==> src/rtl/wb_bram_arbiter_pkg.sv <==
// Shared bus widths, arbiter state encoding and grant helpers for the
// two-master Wishbone block-RAM arbiter.
package wb_bram_arbiter_pkg;

   localparam int WB_ADR_W = 32;
   localparam int WB_DAT_W = 32;
   localparam int WB_SEL_W = 4;

   typedef enum logic [1:0] {
      ST_IDLE = 2'b00,
      ST_BUS0 = 2'b01,
      ST_BUS1 = 2'b10
   } arb_state_e;

   // Round-robin pick: on a tie the master that did not own the bus last wins.
   function automatic arb_state_e arb_pick(input logic req0, input logic req1,
                                           input logic last);
      arb_state_e pick;
      pick = ST_IDLE;
      if (req0 && req1) begin
         pick = last ? ST_BUS0 : ST_BUS1;
      end else if (req0) begin
         pick = ST_BUS0;
      end else if (req1) begin
         pick = ST_BUS1;
      end
      return pick;
   endfunction

   function automatic logic [1:0] state_gnt(input arb_state_e st);
      logic [1:0] gnt;
      gnt = 2'b00;
      case (st)
         ST_BUS0: gnt = 2'b01;
         ST_BUS1: gnt = 2'b10;
         default: gnt = 2'b00;
      endcase
      return gnt;
   endfunction

endpackage

==> src/rtl/wb_bram_arbiter_if.sv <==
// One Wishbone classic link; the arbiter is a slave towards each master
// and a master towards the block-RAM port.
interface wb_bram_arbiter_if;
   import wb_bram_arbiter_pkg::*;

   logic                cyc;
   logic                stb;
   logic                we;
   logic [WB_ADR_W-1:0] adr;
   logic [WB_DAT_W-1:0] dat_w;
   logic [WB_SEL_W-1:0] sel;
   logic                ack;
   logic                err;
   logic [WB_DAT_W-1:0] dat_r;

   modport master (
      output cyc, stb, we, adr, dat_w, sel,
      input  ack, err, dat_r
   );

   modport slave (
      input  cyc, stb, we, adr, dat_w, sel,
      output ack, err, dat_r
   );

endinterface

==> src/rtl/wb_bram_arbiter_watchdog.sv <==
// Access watchdog: counts granted strobe cycles without ACK and emits a
// single-cycle fire pulse once TIMEOUT cycles have elapsed.
module wb_watchdog #(
   parameter int TIMEOUT = 16,
   parameter int TO_W    = 5
) (
   input  logic clk_i,
   input  logic rst_n_i,
   input  logic clr,
   input  logic busy,
   input  logic ack,
   output logic fire
);

   logic [TO_W-1:0] cnt_q, cnt_d;

   // NOTE: every variable written here gets a default first, so no path
   // through the block leaves it unassigned and no latch is inferred.
   always_comb begin
      fire  = (TIMEOUT > 0) && busy && (cnt_q == TO_W'(TIMEOUT - 1));
      cnt_d = cnt_q;
      if (clr || ack || fire) begin
         cnt_d = '0;
      end else if (busy) begin
         cnt_d = cnt_q + 1'b1;
      end
   end

   // NOTE: sequential state uses non-blocking assignments so all flops
   // sample their inputs from the same pre-edge values.
   always_ff @(posedge clk_i or negedge rst_n_i) begin
      if (!rst_n_i) begin
         cnt_q <= '0;
      end else begin
         cnt_q <= cnt_d;
      end
   end

endmodule

==> src/rtl/wb_bram_arbiter.sv <==
// Two-master round-robin Wishbone arbiter in front of a single-port
// block RAM; grant is held for a whole CYC, watchdog answers with ERR.
module wb_bram_arbiter
   import wb_bram_arbiter_pkg::*;
#(
   parameter int TIMEOUT = 16,
   parameter int TO_W    = 5
) (
   input  logic                clk_i,
   input  logic                rst_n_i,
   wb_bram_arbiter_if.slave    m0,
   wb_bram_arbiter_if.slave    m1,
   wb_bram_arbiter_if.master   s,
   output logic [1:0]          gnt_o
);

   arb_state_e state_q, state_d;
   logic       last_q, last_d;
   logic       g_cyc;
   logic       g_stb;
   logic       wd_fire;

   // ---------------------------------------------------------------
   // Grant FSM: release re-arbitrates immediately, so a waiting master
   // takes over on the same edge without passing through IDLE.
   // ---------------------------------------------------------------
   always_comb begin
      state_d = state_q;
      last_d  = last_q;
      unique case (state_q)
         ST_IDLE: begin
            state_d = arb_pick(m0.cyc, m1.cyc, last_q);
         end
         ST_BUS0: begin
            if (!m0.cyc) begin
               last_d  = 1'b0;
               state_d = arb_pick(1'b0, m1.cyc, 1'b0);
            end
         end
         ST_BUS1: begin
            if (!m1.cyc) begin
               last_d  = 1'b1;
               state_d = arb_pick(m0.cyc, 1'b0, 1'b1);
            end
         end
         default: begin
            state_d = ST_IDLE;
         end
      endcase
   end

   always_ff @(posedge clk_i or negedge rst_n_i) begin
      if (!rst_n_i) begin
         state_q <= ST_IDLE;
         last_q  <= 1'b1;
      end else begin
         state_q <= state_d;
         last_q  <= last_d;
      end
   end

   // ---------------------------------------------------------------
   // Bus routing: purely combinational from the grant, so ACK reaches
   // the master in the cycle the RAM raises it.
   // ---------------------------------------------------------------
   always_comb begin
      s.cyc    = 1'b0;
      s.stb    = 1'b0;
      s.we     = 1'b0;
      s.adr    = '0;
      s.dat_w  = '0;
      s.sel    = '0;
      m0.ack   = 1'b0;
      m0.err   = 1'b0;
      m1.ack   = 1'b0;
      m1.err   = 1'b0;
      m0.dat_r = s.dat_r;
      m1.dat_r = s.dat_r;
      g_cyc    = 1'b0;
      g_stb    = 1'b0;
      unique case (state_q)
         ST_BUS0: begin
            g_cyc   = m0.cyc;
            g_stb   = m0.stb;
            s.cyc   = m0.cyc;
            s.stb   = m0.stb & ~wd_fire;
            s.we    = m0.we;
            s.adr   = m0.adr;
            s.dat_w = m0.dat_w;
            s.sel   = m0.sel;
            m0.ack  = s.ack;
            m0.err  = wd_fire & ~s.ack;
         end
         ST_BUS1: begin
            g_cyc   = m1.cyc;
            g_stb   = m1.stb;
            s.cyc   = m1.cyc;
            s.stb   = m1.stb & ~wd_fire;
            s.we    = m1.we;
            s.adr   = m1.adr;
            s.dat_w = m1.dat_w;
            s.sel   = m1.sel;
            m1.ack  = s.ack;
            m1.err  = wd_fire & ~s.ack;
         end
         default: begin
         end
      endcase
   end

   assign gnt_o = state_gnt(state_q);

   // A grant change always passes through a cycle with the owner's CYC low
   // (or IDLE), so clearing on ~g_cyc also clears on every grant change.
   wb_watchdog #(
      .TIMEOUT (TIMEOUT),
      .TO_W    (TO_W)
   ) u_watchdog (
      .clk_i   (clk_i),
      .rst_n_i (rst_n_i),
      .clr     (~g_cyc),
      .busy    (g_cyc & g_stb),
      .ack     (s.ack),
      .fire    (wd_fire)
   );

endmodule

==> src/flat_wrapper.sv <==
// flat-port wrapper written by rule: the top's interface ports become plain ports
module wb_bram_arbiter_flat import wb_bram_arbiter_pkg::*;
#(
   parameter int TIMEOUT = 16,
   parameter int TO_W    = 5
)
  (clk_i, rst_n_i, gnt_o, m0_cyc, m0_stb, m0_we, m0_adr, m0_dat_w, m0_sel, m0_ack, m0_err, m0_dat_r, m1_cyc, m1_stb, m1_we, m1_adr, m1_dat_w, m1_sel, m1_ack, m1_err, m1_dat_r, s_cyc, s_stb, s_we, s_adr, s_dat_w, s_sel, s_ack, s_err, s_dat_r);
  wb_bram_arbiter_if m0_i ();
  wb_bram_arbiter_if m1_i ();
  wb_bram_arbiter_if s_i ();
  input  logic clk_i;
  input  logic rst_n_i;
  output logic [1:0] gnt_o;
  input wire logic [$bits(m0_i.cyc)-1:0] m0_cyc;
  input wire logic [$bits(m0_i.stb)-1:0] m0_stb;
  input wire logic [$bits(m0_i.we)-1:0] m0_we;
  input wire logic [$bits(m0_i.adr)-1:0] m0_adr;
  input wire logic [$bits(m0_i.dat_w)-1:0] m0_dat_w;
  input wire logic [$bits(m0_i.sel)-1:0] m0_sel;
  output wire logic [$bits(m0_i.ack)-1:0] m0_ack;
  output wire logic [$bits(m0_i.err)-1:0] m0_err;
  output wire logic [$bits(m0_i.dat_r)-1:0] m0_dat_r;
  input wire logic [$bits(m1_i.cyc)-1:0] m1_cyc;
  input wire logic [$bits(m1_i.stb)-1:0] m1_stb;
  input wire logic [$bits(m1_i.we)-1:0] m1_we;
  input wire logic [$bits(m1_i.adr)-1:0] m1_adr;
  input wire logic [$bits(m1_i.dat_w)-1:0] m1_dat_w;
  input wire logic [$bits(m1_i.sel)-1:0] m1_sel;
  output wire logic [$bits(m1_i.ack)-1:0] m1_ack;
  output wire logic [$bits(m1_i.err)-1:0] m1_err;
  output wire logic [$bits(m1_i.dat_r)-1:0] m1_dat_r;
  output wire logic [$bits(s_i.cyc)-1:0] s_cyc;
  output wire logic [$bits(s_i.stb)-1:0] s_stb;
  output wire logic [$bits(s_i.we)-1:0] s_we;
  output wire logic [$bits(s_i.adr)-1:0] s_adr;
  output wire logic [$bits(s_i.dat_w)-1:0] s_dat_w;
  output wire logic [$bits(s_i.sel)-1:0] s_sel;
  input wire logic [$bits(s_i.ack)-1:0] s_ack;
  input wire logic [$bits(s_i.err)-1:0] s_err;
  input wire logic [$bits(s_i.dat_r)-1:0] s_dat_r;
  assign m0_i.cyc = m0_cyc;
  assign m0_i.stb = m0_stb;
  assign m0_i.we = m0_we;
  assign m0_i.adr = m0_adr;
  assign m0_i.dat_w = m0_dat_w;
  assign m0_i.sel = m0_sel;
  assign m0_ack = m0_i.ack;
  assign m0_err = m0_i.err;
  assign m0_dat_r = m0_i.dat_r;
  assign m1_i.cyc = m1_cyc;
  assign m1_i.stb = m1_stb;
  assign m1_i.we = m1_we;
  assign m1_i.adr = m1_adr;
  assign m1_i.dat_w = m1_dat_w;
  assign m1_i.sel = m1_sel;
  assign m1_ack = m1_i.ack;
  assign m1_err = m1_i.err;
  assign m1_dat_r = m1_i.dat_r;
  assign s_cyc = s_i.cyc;
  assign s_stb = s_i.stb;
  assign s_we = s_i.we;
  assign s_adr = s_i.adr;
  assign s_dat_w = s_i.dat_w;
  assign s_sel = s_i.sel;
  assign s_i.ack = s_ack;
  assign s_i.err = s_err;
  assign s_i.dat_r = s_dat_r;
  wb_bram_arbiter #(.TIMEOUT(TIMEOUT), .TO_W(TO_W)) u_core (.clk_i(clk_i), .rst_n_i(rst_n_i), .m0(m0_i), .m1(m1_i), .s(s_i), .gnt_o(gnt_o));
endmodule
==> config.mk <==
export PLATFORM = sky130hd
export DESIGN_NAME = wb_bram_arbiter_flat
export DESIGN_NICKNAME = d
export VERILOG_FILES = /design/src/rtl/wb_bram_arbiter_pkg.sv /design/src/rtl/wb_bram_arbiter_if.sv /design/src/rtl/wb_bram_arbiter_watchdog.sv /design/src/rtl/wb_bram_arbiter.sv /design/src/flat_wrapper.sv
export SDC_FILE = /design/constraint.sdc
export NUM_CORES = 1
export LEC_CHECK = 0
export CELL_PAD_IN_SITES_DETAIL_PLACEMENT = 1
export CELL_PAD_IN_SITES_GLOBAL_PLACEMENT = 1
export CORE_ASPECT_RATIO = 0.6
export CORE_UTILIZATION = 15
export DETAILED_ROUTE_END_ITERATION = 8
export PLACE_DENSITY_LB_ADDON = 0.1
export SLEW_MARGIN = 20
export SYNTH_ARGS = -nofsm -noshare
export SYNTH_HDL_FRONTEND = slang
export SYNTH_SLANG_ARGS = --single-unit
==> constraint.sdc <==
create_clock -name clk_i -period 5.35 [get_ports clk_i]
set_clock_uncertainty 0.1 [all_clocks]
set_input_delay 1.07 -clock clk_i [delete_from_list [all_inputs] [get_ports clk_i]]
set_output_delay 1.07 -clock clk_i [all_outputs]
set_load 0.005 [all_outputs]
# Word-level counts from Yosys, hierarchy flattened
# Index checks and enable logic that the tools add are counted.
[totals] register_bits=8
[op_classes] eq_ne=5 reduce_logical=9 muxes=25 bitwise=7 n_addsub=1
[op_table] operator="one-hot mux 32 bit (2 select lines)" n=2
[op_table] operator="2-to-1 mux 2 bit" n=6
[op_table] operator="2-to-1 mux 5 bit" n=2
[op_table] operator="one-hot mux 1 bit (2 select lines)" n=5
[op_table] operator="one-hot mux 4 bit (2 select lines)" n=1
[op_table] operator="2-to-1 mux 1 bit" n=7
[op_table] operator="one-hot mux 2 bit (3 select lines)" n=1
[op_table] operator="adder 5 x 1 -> 5 bit, second input constant" n=1
[op_table] operator="equality test 5 x 4 -> 1 bit, second input constant" n=1
[op_table] operator="bitwise AND 1 bit" n=4
[op_table] operator="inequality test 2 bit, second input constant" n=2
[op_table] operator="one-hot mux 2 bit (2 select lines)" n=1
[op_table] operator="nonzero test 2 bit" n=2
[op_table] operator="NOT 1 bit" n=3
[op_table] operator="AND reduction 3 bit" n=1
[op_table] operator="equality test 2 x 1 -> 1 bit, second input constant" n=1
[op_table] operator="equality test 2 bit, second input constant" n=1
[op_table] operator="logical AND 1 bit" n=2
[op_table] operator="zero test 2 bit" n=1
[op_table] operator="logical OR 1 bit" n=2
[op_table] operator="AND reduction 2 bit" n=1

# Longest topological paths before layout
# Gate-level depths: netlist of the first run.
[logic_depth] ltp_word=7 ltp_mapped=7 ltp_nobuf=6

# Cells and area by module
# From an unflattened synthesis of the first run, not the netlist that was laid out.
[unflattened] cells_unflattened=292 area_unflattened_um2=2153.3
[modules_own_cells] mod="wb_bram_arbiter" n_inst=1 cells_each=263 area_each_um2=1871.8 seq_area_each_um2=76.3
[modules_own_cells] mod="wb_watchdog" n_inst=1 cells_each=29 area_each_um2=281.5 seq_area_each_um2=125.1

# Worst setup path after synthesis of the first run
# No wires, ideal clock.
[synth_timing] path_kind="input to output" start="input port m1_stb" end="output port s_stb" t_required_ps=4180 t_arrival_ps=1722 path_stages=4 slack_ps=2458 path_cell_list="a22oi_1 > buf_2 > inv_1 > a31oi_1"
[synth_via] elab_chain_len=6 word_cells_on_any_way=7 classes_between="2 x mux; 4 x bitwise; 1 x reduce/logical"
[synth_rtl] item="start, declared" line="flat_wrapper.sv:24" text="input wire logic [$bits(m1_i.stb)-1:0] m1_stb;"
[synth_rtl] item="one-hot mux 1 bit (2 select lines)" line="wb_bram_arbiter.sv:81" text="unique case (state_q)"
[synth_rtl] item="bitwise AND 1 bit" line="wb_bram_arbiter.sv:122" text=".busy (g_cyc & g_stb),"
[synth_rtl] item="logical AND 1 bit" line="wb_bram_arbiter_watchdog.sv:20" text="fire = (TIMEOUT > 0) && busy && (cnt_q == TO_W'(TIMEOUT - 1));"
[synth_rtl] item="NOT 1 bit" line="wb_bram_arbiter.sv:86, wb_bram_arbiter.sv:98"
[synth_rtl] item="bitwise AND 1 bit (on tied branches)" line="wb_bram_arbiter.sv:98, wb_bram_arbiter.sv:86"
[synth_rtl] item="one-hot mux 1 bit (2 select lines) *" line="wb_bram_arbiter.sv:81"
[synth_rtl] item="end, declared" line="flat_wrapper.sv:33" text="output wire logic [$bits(s_i.stb)-1:0] s_stb;"
# Every way passes the cells marked *; elsewhere a longest branch is shown, timed or not.

# Final worst setup path of the first run
# Ends and elaborated chain as after synthesis.

==> impl_metrics.csv, run 1 <==
group,metric,value,unit
global_route,track_usage,13.15,%
clock_tree,cts.reportedPaths.clkPinSlew,0.04,ns
yosys,netlist_instances,292,
finish,n_fill_cell,1608,
route,first_iter_violations,75,
route,drcViolationCount,0,
route,dr.pass1.iters,4,
yosys,synth_common_cells,"a22oi_1 (70), nor2b_1 (69), buf_4 (65)",
power_and_ir_drop,netSwitchingFraction,40.51,%
worst_hold_path,hold_class,"reg2reg",
route,drtAntennaViolNets,0,
yosys,syn_area_per_cell,7.276,um^2
yosys,synth_top_area_cell,"a22oi_1",
sta,drv_slew,0,
yosys,synth_warnings,0,
yosys,synthTopCellsByArea,"a22oi_1 (25%), buf_4 (23%), nor2b_1 (20%)",
power_and_ir_drop,pwr-share-seq,6.6,%
clock_tree,ctsHoldBuffers,0,
status,status,"completed",
finish,area_growth,92.87,%
sta,period_share,80.92,%
yosys,ys_types,28,
critical_path,critPathArrivalTime,3.16,ns
floorplan,io_pins,319,
finish,diodes,0,
critical_path,cp.required,4.18,ns
flow_run,maxCapViolCount,0,
floorplan,initial_core_util,15.45,%
placed_design,place_congestion,0.6912,
sta,setup_violations,0,
clock_tree,numCtsBuffers,3,
placed_design,port_buffers,221,
global_route,grt_max_degree,62,
yosys,synthAdderAreaFrac,4.711,%
route,wl_per_cell,16.78,um
global_route,antenna_found_initial,0,
global_route,grt_busiest_layer,"met2",
floorplan,die_x,155.6,um
sta,rsz0062_at_grt,"false",
sta,fmax,231.0,MHz
yosys,syn-num-nets,478,
sta,timing.final.hold_violations,0,
power_and_ir_drop,power_switching,535.8,uW
yosys,seq_area_frac_synth,9.482,%
power_and_ir_drop,clock_power_share,9.9,%
route,vias_per_cell,4.167,
critical_path,worstSetupPathType,"in2out",
floorplan,row_count,33,
clock_tree,cts_root_buffer,"clkbuf_16",
global_route,gr-total-overflow,0,
yosys,synth_compound_area_share,29.56,%
clock_tree,cts_resized,0,
yosys,synth_edf_count,0,
finish,drive_gt1_share,3.256,%
power_and_ir_drop,leakage,1.347,nW
yosys,synthSimpleGateAreaFrac,26.62,%
floorplan,chipHeight,94.19,um
yosys,synth-main-ff-cell,"dfrtp_1",
route,vias,2592,
global_route,use_met1,15.68,%
clock_tree,h-tree-depth,1,
sta,fin_crit,4.329,ns
global_route,grt_pass1_vias,2679,
yosys,synth_top_area_share,24.73,%
critical_path,cp_max_fo,13,
yosys,synth-async-reset-ratio,100.0,%
critical_path,crit_path_end_kind,"output pin",
power_and_ir_drop,pwr-share-comb,83.5,%
sta,slew_headroom,34.81,%
critical_path,start_kind,"primary input",
yosys,syn_area,2125,um^2
power_and_ir_drop,p_int,786.7,uW
power_and_ir_drop,ir_drop,0.0001179,V
floorplan,core,13750,um^2
floorplan,dieArea,14660,um^2
clock_tree,cts_tree,"yes",
sta,hold_ws,0.4163,ns
global_route,grt_util_met3,4.797,%
yosys,synth_top_family_by_area,"compound AO/OA/AOI/OAI gates",
clock_tree,clock_latency,0.23,ns
yosys,muxShareOfSynthArea,0.5300,%
clock_tree,clkSinkCount,8,
yosys,yosysMostFrequentCell,"a22oi_1",
clock_tree,cts_setup_buffers,0,
finish,fin_nets,617,
placed_design,post-dp-hpwl,8170,um
sta,finalSetupTns,0,ns
yosys,ys_seq_elements,8,
global_route,met2_usage,23.32,%
sta,tightestPinTransition,0.9778,ns
clock_tree,clockBufferDepth,2,
yosys,yosys.area_share.xor_xnor,0,%
route,wl,10440,um
power_and_ir_drop,p_per_area,322.7,nW/um^2
global_route,grt_pass1_wl,14950,um
[power groups by stage]
stage | registers (mW) | clock network, mW | logic [mW]
3_5_place_dp | 0.0892 | 0 | 1.13
6_report | 0.0875 | 0.130 | 1.10
3_3_place_gp | 0.0869 | 0 | 1.12
5_1_grt | 0.0907 | 0.136 | 1.22
2_1_floorplan | 0.0827 | 0 | 0.602
4_1_cts | 0.0883 | 0.135 | 1.14
[final timing paths]
kind	from	endpoint	slack [ns]	cells after the start
max reg2reg	u_core.state_q[1]	u_core.u_watchdog.cnt_q[2]	3.04	5
max	m1_stb	s_stb	1.02	5
min	u_core.u_watchdog.cnt_q[4]	u_core.u_watchdog.cnt_q[4]	0.42	2
max in group asynchronous	rst_n_i	u_core.last_q	3.78	1
min in group asynchronous	rst_n_i	u_core.u_watchdog.cnt_q[1]	1.04	1
min reg2reg	u_core.u_watchdog.cnt_q[4]	u_core.u_watchdog.cnt_q[4]	0.42	2
[routing by layer]
metal,wire [um],up-vias
met4,29,0
met1,4321,1206
met3,1036,5
met5,0,-
met2,5052,145
li1,-,1236
[cell families after synthesis]
| group | count (synthesis) |
|---|---|
| flip-flops | 8 |
| multiplexers | 1 |
| buffers and inverters | 98 |
| AND/OR/NAND/NOR | 91 |
| AO/OA/AOI/OAI | 86 |
| adder cells (fa/ha/maj) | 8 |
[flip-flops by register name, summed over array words and instances (netlist names)]
name                     cells
u_core.u_watchdog.cnt_q      5
u_core.state_q               2
u_core.last_q                1
[final cells by class]
type                            instances  area, um^2  share of cell area (%)
Multi-Input combinational cell        186        1313                   32.03
Timing Repair Buffer                  224        2235                   54.53
Inverter                                8       30.03                  0.7328
Clock buffer                            4       78.83                   1.924
Tap cell                              192       240.2                   5.863
Sequential cell                         8       201.4                   4.916
[worst max-delay path, cell delays in order]
cell and delay [ns]:
clkdlybuf4s50_1 0.41, a22oi_1 0.78, inv_1 0.09, a31oi_1 0.24, clkdlybuf4s50_1 0.56
[layout by cell type (no fill, tap or decap), types with 2 or more instances in the layout]
cell | netlist | routed
buf_4 | 65 | 3
or3_1 | 2 | 2
and2_1 | 3 | 3
ha_1 | 8 | 5
o21ai_0 | 4 | 4
a22oi_1 | 70 | 70
ha_2 | 0 | 3
o41ai_1 | 2 | 2
nor2b_1 | 69 | 69
nand2_1 | 7 | 7
clkbuf_16 | 0 | 3
dfrtp_1 | 7 | 7
a21oi_1 | 7 | 7
nor4b_1 | 2 | 2
a31oi_1 | 2 | 2
clkdlybuf4s50_1 | 0 | 221
inv_1 | 8 | 8
[metrics by stage]
stage	total power, mW	area [um^2]	utilization [%]	cells	setup slack, ns
after floorplan	0.6844	2125	-	292	2.458
after global placement	1.208	4019	29.23	618	1.126
after detailed placement	1.221	4019	29.23	618	1.037
after CTS	1.361	4098	29.80	622	1.025
after global routing	1.443	4098	29.80	622	0.8633
final	1.322	4098	29.80	622	1.021
Note: power is estimated with default switching activity, not from simulation.
==> run 2: changes to the inputs <==
--- a/config.mk
+++ b/config.mk
@@ -8,7 +8,7 @@
 export CELL_PAD_IN_SITES_DETAIL_PLACEMENT = 1
 export CELL_PAD_IN_SITES_GLOBAL_PLACEMENT = 1
 export CORE_ASPECT_RATIO = 0.6
-export CORE_UTILIZATION = 15
+export CORE_UTILIZATION = 12
 export DETAILED_ROUTE_END_ITERATION = 8
 export PLACE_DENSITY_LB_ADDON = 0.1
 export SLEW_MARGIN = 20
==> constraint.sdc (replaced) <==
create_clock -name clk_i -period 3.8 [get_ports clk_i]
set_clock_uncertainty 0.1 [all_clocks]
set_input_delay 0.76 -clock clk_i [delete_from_list [all_inputs] [get_ports clk_i]]
set_output_delay 0.76 -clock clk_i [all_outputs]
set_load 0.005 [all_outputs]
==> impl_metrics.csv, run 2 (synthesis results as in run 1) <==
group,metric,value,unit
status,status,"completed",
critical_path,start_kind,"primary input",
power_and_ir_drop,clock_power_share,9.5,%
sta,drv_slew,0,
clock_tree,h-tree-depth,1,
power_and_ir_drop,ir_drop,0.0001943,V
flow_run,maxCapViolCount,0,
critical_path,crit_path_end_kind,"output pin",
finish,drive_gt1_share,4.147,%
finish,final_cell_mix,"clkdlybuf4s50_1 (221), a22oi_1 (70), nor2b_1 (69), inv_1 (8)",
finish,area_growth,98.53,%
sta,tightestPinTransition,0.4186,ns
clock_tree,clkSinkCount,8,
route,first_iter_violations,95,
placed_design,place_congestion,0.7462,
finish,post-route-util,24.49,%
power_and_ir_drop,netSwitchingFraction,39.80,%
critical_path,cp.required,2.94,ns
critical_path,cp_max_fo,9,
placed_design,post-dp-hpwl,7934,um
floorplan,row_count,37,
power_and_ir_drop,leakage,1.377,nW
clock_tree,cts_resized,0,
floorplan,io_pins,319,
route,vias,2623,
critical_path,path_cells,"clkdlybuf4s50_1 -> a22o_4 -> nand3b_2 -> nor4b_1 -> clkdlybuf4s50_1",
sta,rsz0062_at_grt,"false",
finish,final_area,4218,um^2
critical_path,worstSetupPathType,"in2out",
global_route,grt_pass1_wl,15480,um
route,drcViolationCount,0,
route,vias_per_cell,3.927,
clock_tree,ctsHoldBuffers,0,
critical_path,slowest_delay,0.58,ns
route,dr.pass1.iters,4,
global_route,gr-total-overflow,0,
clock_tree,cts.reportedPaths.clkPinSlew,0.04,ns
finish,reg.largest.list,"u_core.u_watchdog.cnt_q: 5 flops, u_core.state_q: 2 flops, u_core.last_q: 1 flops",
sta,finalSetupTns,0,ns
global_route,antenna_found_initial,0,
finish,diodes,0,
clock_tree,cts_root_buffer,"clkbuf_16",
critical_path,critPathArrivalTime,2.59,ns
global_route,grt_max_degree,56,
clock_tree,clockBufferDepth,2,
sta,setup_violations,0,
critical_path,timing.critical_path.mode_cell,"clkdlybuf4s50_1",
finish,fin_nets,621,
finish,layout_commonest_cell,"clkdlybuf4s50_1",
sta,fmax,289.8,MHz
power_and_ir_drop,p_per_area,456.5,nW/um^2
critical_path,crit_slowest_cell,"clkdlybuf4s50_1",
sta,slew_headroom,72.01,%
clock_tree,cts_tree,"yes",
route,wl_per_cell,15.32,um
sta,fin_crit,3.451,ns
global_route,grt_pass1_vias,2760,
power_and_ir_drop,p_int,1.159,mW
clock_tree,clock_latency,0.23,ns
floorplan,core,17220,um^2
power_and_ir_drop,pwr-share-comb,84.1,%
clock_tree,numCtsBuffers,3,
floorplan,die_x,173.8,um
clock_tree,cts_setup_buffers,0,
sta,timing.final.hold_violations,0,
floorplan,dieArea,18260,um^2
route,wl,10230,um
power_and_ir_drop,power_switching,766.2,uW
global_route,track_usage,10.66,%
sta,period_share,90.81,%
floorplan,chipHeight,105.1,um
placed_design,placed_cell_area,4139,um^2
route,drtAntennaViolNets,0,
power_and_ir_drop,pwr-share-seq,6.4,%
placed_design,port_buffers,221,
finish,top_register,"u_core.u_watchdog.cnt_q",
floorplan,initial_core_util,12.34,%
worst_hold_path,hold_class,"reg2reg",
finish,largest_register_ffs,5,
run 2: cell count changes in the layout (fill, tap and decap cells not counted), sizes merged:
cell / change
buf: +4
run 2: worst max-delay path: cells and delay by family:
family	cells	cell delay (ns)
and+or+nand+nor	2	0.52
buffers and inverters	2	1.10
AOI/OAI and AO/OA	1	0.21
run 2: stage by stage:
| stage | hold slack (ns) | power (mW) | setup slack (ns) | cells |
|---|---|---|---|---|
| 4_1_cts | 0.4274 | 1.976 | 0.3067 | 668 |
| 3_5_place_dp | 0.4211 | 1.781 | 0.3286 | 664 |
| 5_1_grt | 0.4597 | 2.089 | 0.1584 | 668 |
| 6_report | 0.4206 | 1.925 | 0.3492 | 668 |
| 2_1_floorplan | 0.3644 | 0.9635 | 1.496 | 292 |
| 3_3_place_gp | 0.4121 | 1.781 | 0.3741 | 664 |
run 2: final timing paths:
| check | from | to | slack [ns] | depth (start not counted) |
|---|---|---|---|---|
| max in group asynchronous | rst_n_i | u_core.last_q | 2.55 | 1 |
| worst min register to register | u_core.last_q | u_core.last_q | 0.42 | 2 |
| worst max register to register | u_core.state_q[1] | u_core.u_watchdog.cnt_q[2] | 1.55 | 7 |
| worst min-delay path | u_core.last_q | u_core.last_q | 0.42 | 2 |
| min in group asynchronous | rst_n_i | u_core.u_watchdog.cnt_q[0] | 0.73 | 1 |
| worst max-delay path | m1_cyc | m0_err | 0.35 | 5 |
run 2: metal layers:
layer | global-route usage [%] | vias to the layer above | share of wire [%]
li1 | - | 1245 | -
met1 | 13.89 | 1234 | 47
met2 | 17.29 | 138 | 43
met3 | 3.712 | 6 | 9.0
met4 | 1.253 | 0 | 0.42
met5 | 0 | - | 0
run 2: cell type report:
| cell class | instances | area (um^2) |
|---|---|---|
| repair buffers | 228 | 2302 |
| well taps | 234 | 292.8 |
| fillers | 2057 | 13000 |
| flip-flops and latches | 8 | 201.4 |
| multi-input cells | 186 | 1313 |
| clock buffers | 4 | 78.83 |
| inverters | 8 | 30.03 |
run 2: power by group through the flow:
stage	registers [mW]	logic, mW	clock network, mW
2_1_floorplan	0.116	0.847	0
4_1_cts	0.124	1.66	0.188
3_5_place_dp	0.126	1.66	0
3_3_place_gp	0.124	1.66	0
6_report	0.123	1.62	0.183
5_1_grt	0.127	1.77	0.193
